### config.mk
export PLATFORM = sky130hd
export DESIGN_NAME = fpp_fmul_seq_flat
export DESIGN_NICKNAME = d
export VERILOG_FILES = /design/src/rtl/fpp_fmul_seq_if.sv /design/src/rtl/fpp_fmul_seq.sv /design/src/flat_wrapper.sv
export SDC_FILE = /design/constraint.sdc
export NUM_CORES = 1
export LEC_CHECK = 0
export CORE_MARGIN = 3
export CORE_UTILIZATION = 62
export CTS_CLUSTER_SIZE = 8
export DETAILED_ROUTE_END_ITERATION = 8
export GPL_TIMING_DRIVEN = 0
export PLACE_DENSITY = 0.87
export SLEW_MARGIN = 20
export SYNTH_ARGS = -nofsm -noshare
export SYNTH_HDL_FRONTEND = slang
export SYNTH_SLANG_ARGS = --single-unit
export TNS_END_PERCENT = 30
### constraint.sdc
create_clock -name clk -period 8.8 [get_ports clk]
set_clock_uncertainty 0.2 [all_clocks]
set_input_delay 2.2 -clock clk [delete_from_list [all_inputs] [get_ports clk]]
set_output_delay 2.2 -clock clk [all_outputs]
set_load 0.05 [all_outputs]
### src/rtl/fpp_fmul_seq_if.sv
// Operand/result handshake bundle for the iterative FPP multiplier.
// The master side presents operands and drains results; the slave side is the multiplier.
interface fpp_fmul_seq_if #(
    parameter int unsigned EXP_W = 5,
    parameter int unsigned MAN_W = 10
);
    localparam int unsigned W = 1 + EXP_W + MAN_W;

    logic         in_valid;
    logic         in_ready;
    logic [W-1:0] op_a;
    logic [W-1:0] op_b;
    logic         out_valid;
    logic         out_ready;
    logic [W-1:0] result;
    logic [2:0]   exc;
    logic         busy;

    modport master (
        output in_valid,
        output op_a,
        output op_b,
        output out_ready,
        input  in_ready,
        input  out_valid,
        input  result,
        input  exc,
        input  busy
    );

    modport slave (
        input  in_valid,
        input  op_a,
        input  op_b,
        input  out_ready,
        output in_ready,
        output out_valid,
        output result,
        output exc,
        output busy
    );
endinterface

### src/rtl/fpp_fmul_seq.sv
// Iterative shift-add floating-point multiplier with round-to-nearest-even and exception flags.
// One multiplier bit per cycle, then a single normalise/round/classify cycle.
module fpp_fmul_seq #(
    parameter int unsigned EXP_W = 5,
    parameter int unsigned MAN_W = 10
) (
    input logic           clk,
    input logic           rst,
    fpp_fmul_seq_if.slave bus_io
);
    localparam int unsigned W    = 1 + EXP_W + MAN_W;
    localparam int unsigned SW   = MAN_W + 1;
    localparam int unsigned PW   = 2 * SW;
    localparam int unsigned EW   = EXP_W + 2;
    localparam int unsigned CW   = $clog2(SW);
    localparam int unsigned BIAS = 2 ** (EXP_W - 1) - 1;
    localparam int unsigned MAXE = 2 ** EXP_W - 1;

    localparam logic [W-1:0] QNAN = {1'b0, {EXP_W{1'b1}}, 1'b1, {(MAN_W - 1){1'b0}}};

    typedef enum logic [1:0] {StIdle, StMul, StNorm, StDone} state_e;

    state_e          state_q, state_d;
    logic [W-1:0]    a_q, a_d;
    logic [W-1:0]    b_q, b_d;
    logic [PW-1:0]   mcand_q, mcand_d;
    logic [SW-1:0]   mplier_q, mplier_d;
    logic [PW-1:0]   prod_q, prod_d;
    logic [CW-1:0]   cnt_q, cnt_d;
    logic            in_ready_q, in_ready_d;
    logic            out_valid_q, out_valid_d;
    logic            busy_q, busy_d;
    logic [W-1:0]    result_q, result_d;
    logic [2:0]      exc_q, exc_d;

    logic             sa, sb, sign;
    logic [EXP_W-1:0] ea, eb;
    logic [MAN_W-1:0] ma, mb;
    logic             a_nan, b_nan, a_inf, b_inf, a_zero, b_zero;
    logic [EW-1:0]    e_raw, e_norm, e_fin;
    logic [PW-1:0]    shifted;
    logic             lost, guard, sticky, rnd_up;
    logic [MAN_W-1:0] man_t, man_f;
    logic [MAN_W:0]   man_r;
    logic             e_low, e_high;
    logic [W-1:0]     norm_res;
    logic [2:0]       norm_exc;
    logic             unused_bits;

    // Normalise, round and classify from the latched operands and finished product.
    always_comb begin
        sa     = a_q[W-1];
        sb     = b_q[W-1];
        ea     = a_q[W-2 -: EXP_W];
        eb     = b_q[W-2 -: EXP_W];
        ma     = a_q[MAN_W-1:0];
        mb     = b_q[MAN_W-1:0];
        sign   = sa ^ sb;
        a_nan  = (&ea) & (|ma);
        b_nan  = (&eb) & (|mb);
        a_inf  = (&ea) & ~(|ma);
        b_inf  = (&eb) & ~(|mb);
        a_zero = (ea == '0);
        b_zero = (eb == '0);

        e_raw   = EW'(ea) + EW'(eb) - EW'(BIAS);
        // Product in [1,4): a set MSB means the binary point moves one place left.
        shifted = prod_q[PW-1] ? (prod_q >> 1) : prod_q;
        lost    = prod_q[PW-1] & prod_q[0];
        e_norm  = e_raw + EW'(prod_q[PW-1]);

        man_t  = shifted[2*MAN_W-1 -: MAN_W];
        guard  = shifted[MAN_W-1];
        sticky = (|shifted[MAN_W-2:0]) | lost;
        rnd_up = guard & (sticky | man_t[0]);
        man_r  = {1'b0, man_t} + (MAN_W + 1)'(rnd_up);
        man_f  = man_r[MAN_W-1:0];
        e_fin  = e_norm + EW'(man_r[MAN_W]);

        e_low  = e_fin[EW-1] | (e_fin == '0);
        e_high = ~e_low & (e_fin >= EW'(MAXE));

        norm_res = {sign, e_fin[EXP_W-1:0], man_f};
        norm_exc = 3'b000;
        if (a_nan | b_nan | (a_inf & b_zero) | (b_inf & a_zero)) begin
            norm_res = QNAN;
            norm_exc = 3'b001;
        end else if (a_inf | b_inf) begin
            norm_res = {sign, {EXP_W{1'b1}}, {MAN_W{1'b0}}};
        end else if (a_zero | b_zero) begin
            norm_res = {sign, {(W - 1){1'b0}}};
        end else if (e_high) begin
            norm_res = {sign, {EXP_W{1'b1}}, {MAN_W{1'b0}}};
            norm_exc = 3'b100;
        end else if (e_low) begin
            norm_res = {sign, {(W - 1){1'b0}}};
            norm_exc = 3'b010;
        end
    end

    assign unused_bits = ^shifted[PW-1:PW-2];

    always_comb begin
        state_d     = state_q;
        a_d         = a_q;
        b_d         = b_q;
        mcand_d     = mcand_q;
        mplier_d    = mplier_q;
        prod_d      = prod_q;
        cnt_d       = cnt_q;
        in_ready_d  = in_ready_q;
        out_valid_d = out_valid_q;
        busy_d      = busy_q;
        result_d    = result_q;
        exc_d       = exc_q;

        unique case (state_q)
            StIdle: begin
                if (bus_io.in_valid) begin
                    a_d        = bus_io.op_a;
                    b_d        = bus_io.op_b;
                    mcand_d    = PW'({1'b1, bus_io.op_a[MAN_W-1:0]});
                    mplier_d   = {1'b1, bus_io.op_b[MAN_W-1:0]};
                    prod_d     = '0;
                    cnt_d      = '0;
                    in_ready_d = 1'b0;
                    busy_d     = 1'b1;
                    state_d    = StMul;
                end
            end
            StMul: begin
                if (mplier_q[0]) begin
                    prod_d = prod_q + mcand_q;
                end
                mcand_d  = mcand_q << 1;
                mplier_d = mplier_q >> 1;
                cnt_d    = cnt_q + 1'b1;
                if (cnt_q == CW'(MAN_W)) begin
                    state_d = StNorm;
                end
            end
            StNorm: begin
                result_d    = norm_res;
                exc_d       = norm_exc;
                out_valid_d = 1'b1;
                state_d     = StDone;
            end
            StDone: begin
                if (bus_io.out_ready) begin
                    out_valid_d = 1'b0;
                    in_ready_d  = 1'b1;
                    busy_d      = 1'b0;
                    state_d     = StIdle;
                end
            end
            default: begin
                state_d = StIdle;
            end
        endcase
    end

    always_ff @(posedge clk) begin
        if (rst) begin
            state_q     <= StIdle;
            a_q         <= '0;
            b_q         <= '0;
            mcand_q     <= '0;
            mplier_q    <= '0;
            prod_q      <= '0;
            cnt_q       <= '0;
            in_ready_q  <= 1'b1;
            out_valid_q <= 1'b0;
            busy_q      <= 1'b0;
            result_q    <= '0;
            exc_q       <= '0;
        end else begin
            state_q     <= state_d;
            a_q         <= a_d;
            b_q         <= b_d;
            mcand_q     <= mcand_d;
            mplier_q    <= mplier_d;
            prod_q      <= prod_d;
            cnt_q       <= cnt_d;
            in_ready_q  <= in_ready_d;
            out_valid_q <= out_valid_d;
            busy_q      <= busy_d;
            result_q    <= result_d;
            exc_q       <= exc_d;
        end
    end

    assign bus_io.in_ready  = in_ready_q;
    assign bus_io.out_valid = out_valid_q;
    assign bus_io.busy      = busy_q;
    assign bus_io.result    = result_q;
    assign bus_io.exc       = exc_q;
endmodule

### src/flat_wrapper.sv
// flat-port wrapper written by rule: the top's interface ports become plain ports
module fpp_fmul_seq_flat 
#(
    parameter int unsigned EXP_W = 5,
    parameter int unsigned MAN_W = 10
)
  (clk, rst, bus_io_in_valid, bus_io_op_a, bus_io_op_b, bus_io_out_ready, bus_io_in_ready, bus_io_out_valid, bus_io_result, bus_io_exc, bus_io_busy);
  fpp_fmul_seq_if #(.EXP_W(EXP_W), .MAN_W(MAN_W)) bus_io_i ();
  input logic clk;
  input logic rst;
  input wire logic [$bits(bus_io_i.in_valid)-1:0] bus_io_in_valid;
  input wire logic [$bits(bus_io_i.op_a)-1:0] bus_io_op_a;
  input wire logic [$bits(bus_io_i.op_b)-1:0] bus_io_op_b;
  input wire logic [$bits(bus_io_i.out_ready)-1:0] bus_io_out_ready;
  output wire logic [$bits(bus_io_i.in_ready)-1:0] bus_io_in_ready;
  output wire logic [$bits(bus_io_i.out_valid)-1:0] bus_io_out_valid;
  output wire logic [$bits(bus_io_i.result)-1:0] bus_io_result;
  output wire logic [$bits(bus_io_i.exc)-1:0] bus_io_exc;
  output wire logic [$bits(bus_io_i.busy)-1:0] bus_io_busy;
  assign bus_io_i.in_valid = bus_io_in_valid;
  assign bus_io_i.op_a = bus_io_op_a;
  assign bus_io_i.op_b = bus_io_op_b;
  assign bus_io_i.out_ready = bus_io_out_ready;
  assign bus_io_in_ready = bus_io_i.in_ready;
  assign bus_io_out_valid = bus_io_i.out_valid;
  assign bus_io_result = bus_io_i.result;
  assign bus_io_exc = bus_io_i.exc;
  assign bus_io_busy = bus_io_i.busy;
  fpp_fmul_seq #(.EXP_W(EXP_W), .MAN_W(MAN_W)) u_core (.clk(clk), .rst(rst), .bus_io(bus_io_i));
endmodule
==> flow_summary.json <==
{
  "clock-root-buffer": "clkbuf_8",
  "ioPinCount": 58,
  "status": "finished clean",
  "drtIter0Drc": 482,
  "htreeDepth": 4,
  "r2r-start": "u_core.prod_q[21]",
  "gp_congestion": 0.904,
  "clk_pin_slew_ns": 0.07,
  "cts_tree": "built",
  "slew_viol_final": 0,
  "synthArstFlopShare": 0,
  "min_path_cells": 2,
  "antenna_cells": 0,
  "min_from": "u_core.bus_io.result[1]",
  "setup_viol": 0,
  "finalCritPeriodShare": 0.610,
  "critPathRequiredTime_ns": 9.03,
  "ys.flop_type": "dfxtp_1",
  "viasPerCell": 6.25,
  "critical_path.top_delay_family": "simple AND/OR/NAND/NOR gates",
  "yosysSeqAreaShare": 0.370,
  "critPathMaxStageDelay_ns": 0.52,
  "min_path_type": "reg2reg",
  "min_to": "u_core.bus_io.result[1]",
  "holdBufCountCts": 0,
  "portBuffers": 56,
  "grt_pass1_wl_um": 28200,
  "grt_pass1_vias": 5989,
  "cp_num_buf_inv": 3,
  "drcViolationCount": 0,
  "cp_slowest_cell": "dfxtp_1",
  "syn_avg_cell_area_um2": 8.29,
  "die_y_um": 106,
  "fmax_ghz": 0.186,
  "hold_viol": 0,
  "yosys_warnings": 0,
  "cp-start-kind": "flip-flop",
  "clock_latency_ns": 0.53,
  "yosys_register_bits": 115,
  "nets": 903,
  "numCtsBuffers": 17,
  "coreArea_um2": 9500,
  "worstPathCellList": "clkbuf_1 > clkbuf_1 > nand2_1 > a21boi_0 > ha_1 > nand4_1 > a21oi_1 > nor3b_1 > and3b_1 > ha_1 > inv_1 > fa_1 > nor2_1 > a41o_1 > xnor2_2 > nand3_1 > or3_4 > a221oi_2",
  "rows": 35,
  "final_common_cell": "dfxtp_1",
  "placed_cell_area_um2": 6950,
  "vias": 6051,
  "ff2ff_path_depth": 18,
  "synth_edf_count": 0,
  "start_util": 0.655,
  "synth_nets": 828,
  "postRouteAntennaNets": 0,
  "peakVddDrop_mv": 0.218,
  "cp-end-kind": "flip-flop",
  "dp.cells": 936,
  "maxCapViolCount": 0,
  "die_w_um": 106,
  "setup_tns_ns": 0,
  "reg2reg_to": "u_core.bus_io.result[13]",
  "worstMarginPinSlew_ns": 0.768,
  "avgRoutedWirePerCell_um": 17.7,
  "drive_above_1_share": 0.0572,
  "arrival_ns": 5.60,
  "layout_common_cells": "dfxtp_1, nand2_1, nor2_1",
  "numClockSinks": 115,
  "post-cts-setup-buffer-count": 0,
  "instances_no_fill": 968,
  "finalWirelength_um": 17100,
  "layout_min_cycle_time_ns": 5.37,
  "cts_resized": 0,
  "r2r_slack_ns": 3.43,
  "p_per_area_nw_per_um2": 296,
  "finalPower_mw": 2.22,
  "clock_path_buffers": 2,
  "syn_area_um2": 6230,
  "grt_use_total": 0.307,
  "drt_pass1_iterations": 6,
  "rsz0062_at_grt": "false",
  "grt_max_degree": 17,
  "syn_to_final_growth_pct": 20.5,
  "p_leak_nw": 2.95,
  "syn_inst": 751,
  "synth_cell_types": 64,
  "hpwlAfterDp_um": 11900,
  "path_max_fanout": 10,
  "gr-total-overflow": 0,
  "antenna_found_initial": 0,
  "slew_headroom": 0.488,
  "dieArea_um2": 11300,
  "crit_type": "reg2reg",
  "final_area_um2": 7500
}
[sequential cells by signal (all words and copies together) (netlist names), 2 cells and up]
name,flops
u_core.b_q,16
u_core.bus_io.exc,3
u_core.a_q,16
u_core.mcand_q,22
u_core.prod_q,22
u_core.cnt_q,4
u_core.bus_io.result,16
u_core.mplier_q,11
u_core.state_q,2
[through the flow]
stage	hold slack [ns]	worst slack, ns	utilization
after global routing	0.271	2.93	0.789
final	0.252	3.43	0.789
after detailed placement	0.245	3.60	0.731
after global placement	0.233	3.71	0.731
after CTS	0.258	3.51	0.789
after floorplan	0.236	4.38	-
[cell families (layout without fill, tap and decap cells)]
kind of cell	after synthesis	count (layout)	synth area share
simple gates	262	262	0.190
compound gates	220	220	0.234
flops	115	115	0.370
buf+inv	58	146	0.0350
fa+ha+maj	41	41	0.0860
xor+xnor	29	29	0.0432
mux	26	26	0.0422
[where the power goes]
group | switching (mW) | total, mW | internal (mW)
Combinational | 0.565 | 0.865 | 0.300
Sequential | 0.0863 | 0.709 | 0.623
Clock | 0.289 | 0.648 | 0.359
[cells in the mapped netlist (15+ instances only)]
cell / number / area share
inv_1: 19 / 0.011
clkbuf_1: 35 / 0.021
mux2i_1: 24 / 0.039
a211oi_1: 28 / 0.034
a22oi_1: 23 / 0.028
nand2_1: 101 / 0.061
a21oi_1: 74 / 0.059
nor2_1: 83 / 0.050
o21ai_0: 30 / 0.024
ha_1: 38 / 0.076
nand3_1: 15 / 0.012
xnor2_1: 17 / 0.024
dfxtp_1: 115 / 0.37
[per-layer routing]
| layer | up-vias | part of all wire | global-route usage | wire, um |
|---|---|---|---|---|
| met5 | - | 0.00053 | 0 | 9 |
| met4 | 2 | 0.029 | 0.120 | 501 |
| met3 | 57 | 0.062 | 0.0534 | 1060 |
| met2 | 281 | 0.49 | 0.542 | 8470 |
| met1 | 2847 | 0.41 | 0.369 | 7080 |
| li1 | 2864 | - | - | - |
[layout make-up]
| type | instances | area, um^2 |
|---|---|---|
| multi-input combinational | 578 | 3710 |
| timing repair buffer | 56 | 561 |
| inverter | 19 | 71.3 |
| buffer | 39 | 146 |
| clock inverter | 15 | 139 |
| sequential | 115 | 2300 |
| fill | 661 | 2000 |
| tap | 129 | 161 |
| clock buffer | 17 | 414 |
[tightest hold or removal path: cells and delay by family (launching register included)]
family,cells,cell delay (ns)
AOI/OAI and AO/OA,1,0.05
and+or+nand+nor,1,0.04
DFF,1,0.32
[worst max-delay path by stage]
| stage | from | endpoint | slack (ns) | depth (start not counted) |
|---|---|---|---|---|
| floorplan | u_core.prod_q[21] | u_core.bus_io.result[13] | 4.38 | 18 |
| global placement | u_core.prod_q[21] | u_core.bus_io.result[13] | 3.71 | 18 |
| detailed placement | u_core.prod_q[21] | u_core.bus_io.result[2] | 3.60 | 18 |
| CTS | u_core.prod_q[21] | u_core.bus_io.result[13] | 3.51 | 18 |
| global route | u_core.prod_q[21] | u_core.bus_io.result[2] | 2.93 | 18 |
| finish | u_core.prod_q[21] | u_core.bus_io.result[13] | 3.43 | 18 |
(Power assumes the default switching activity.)
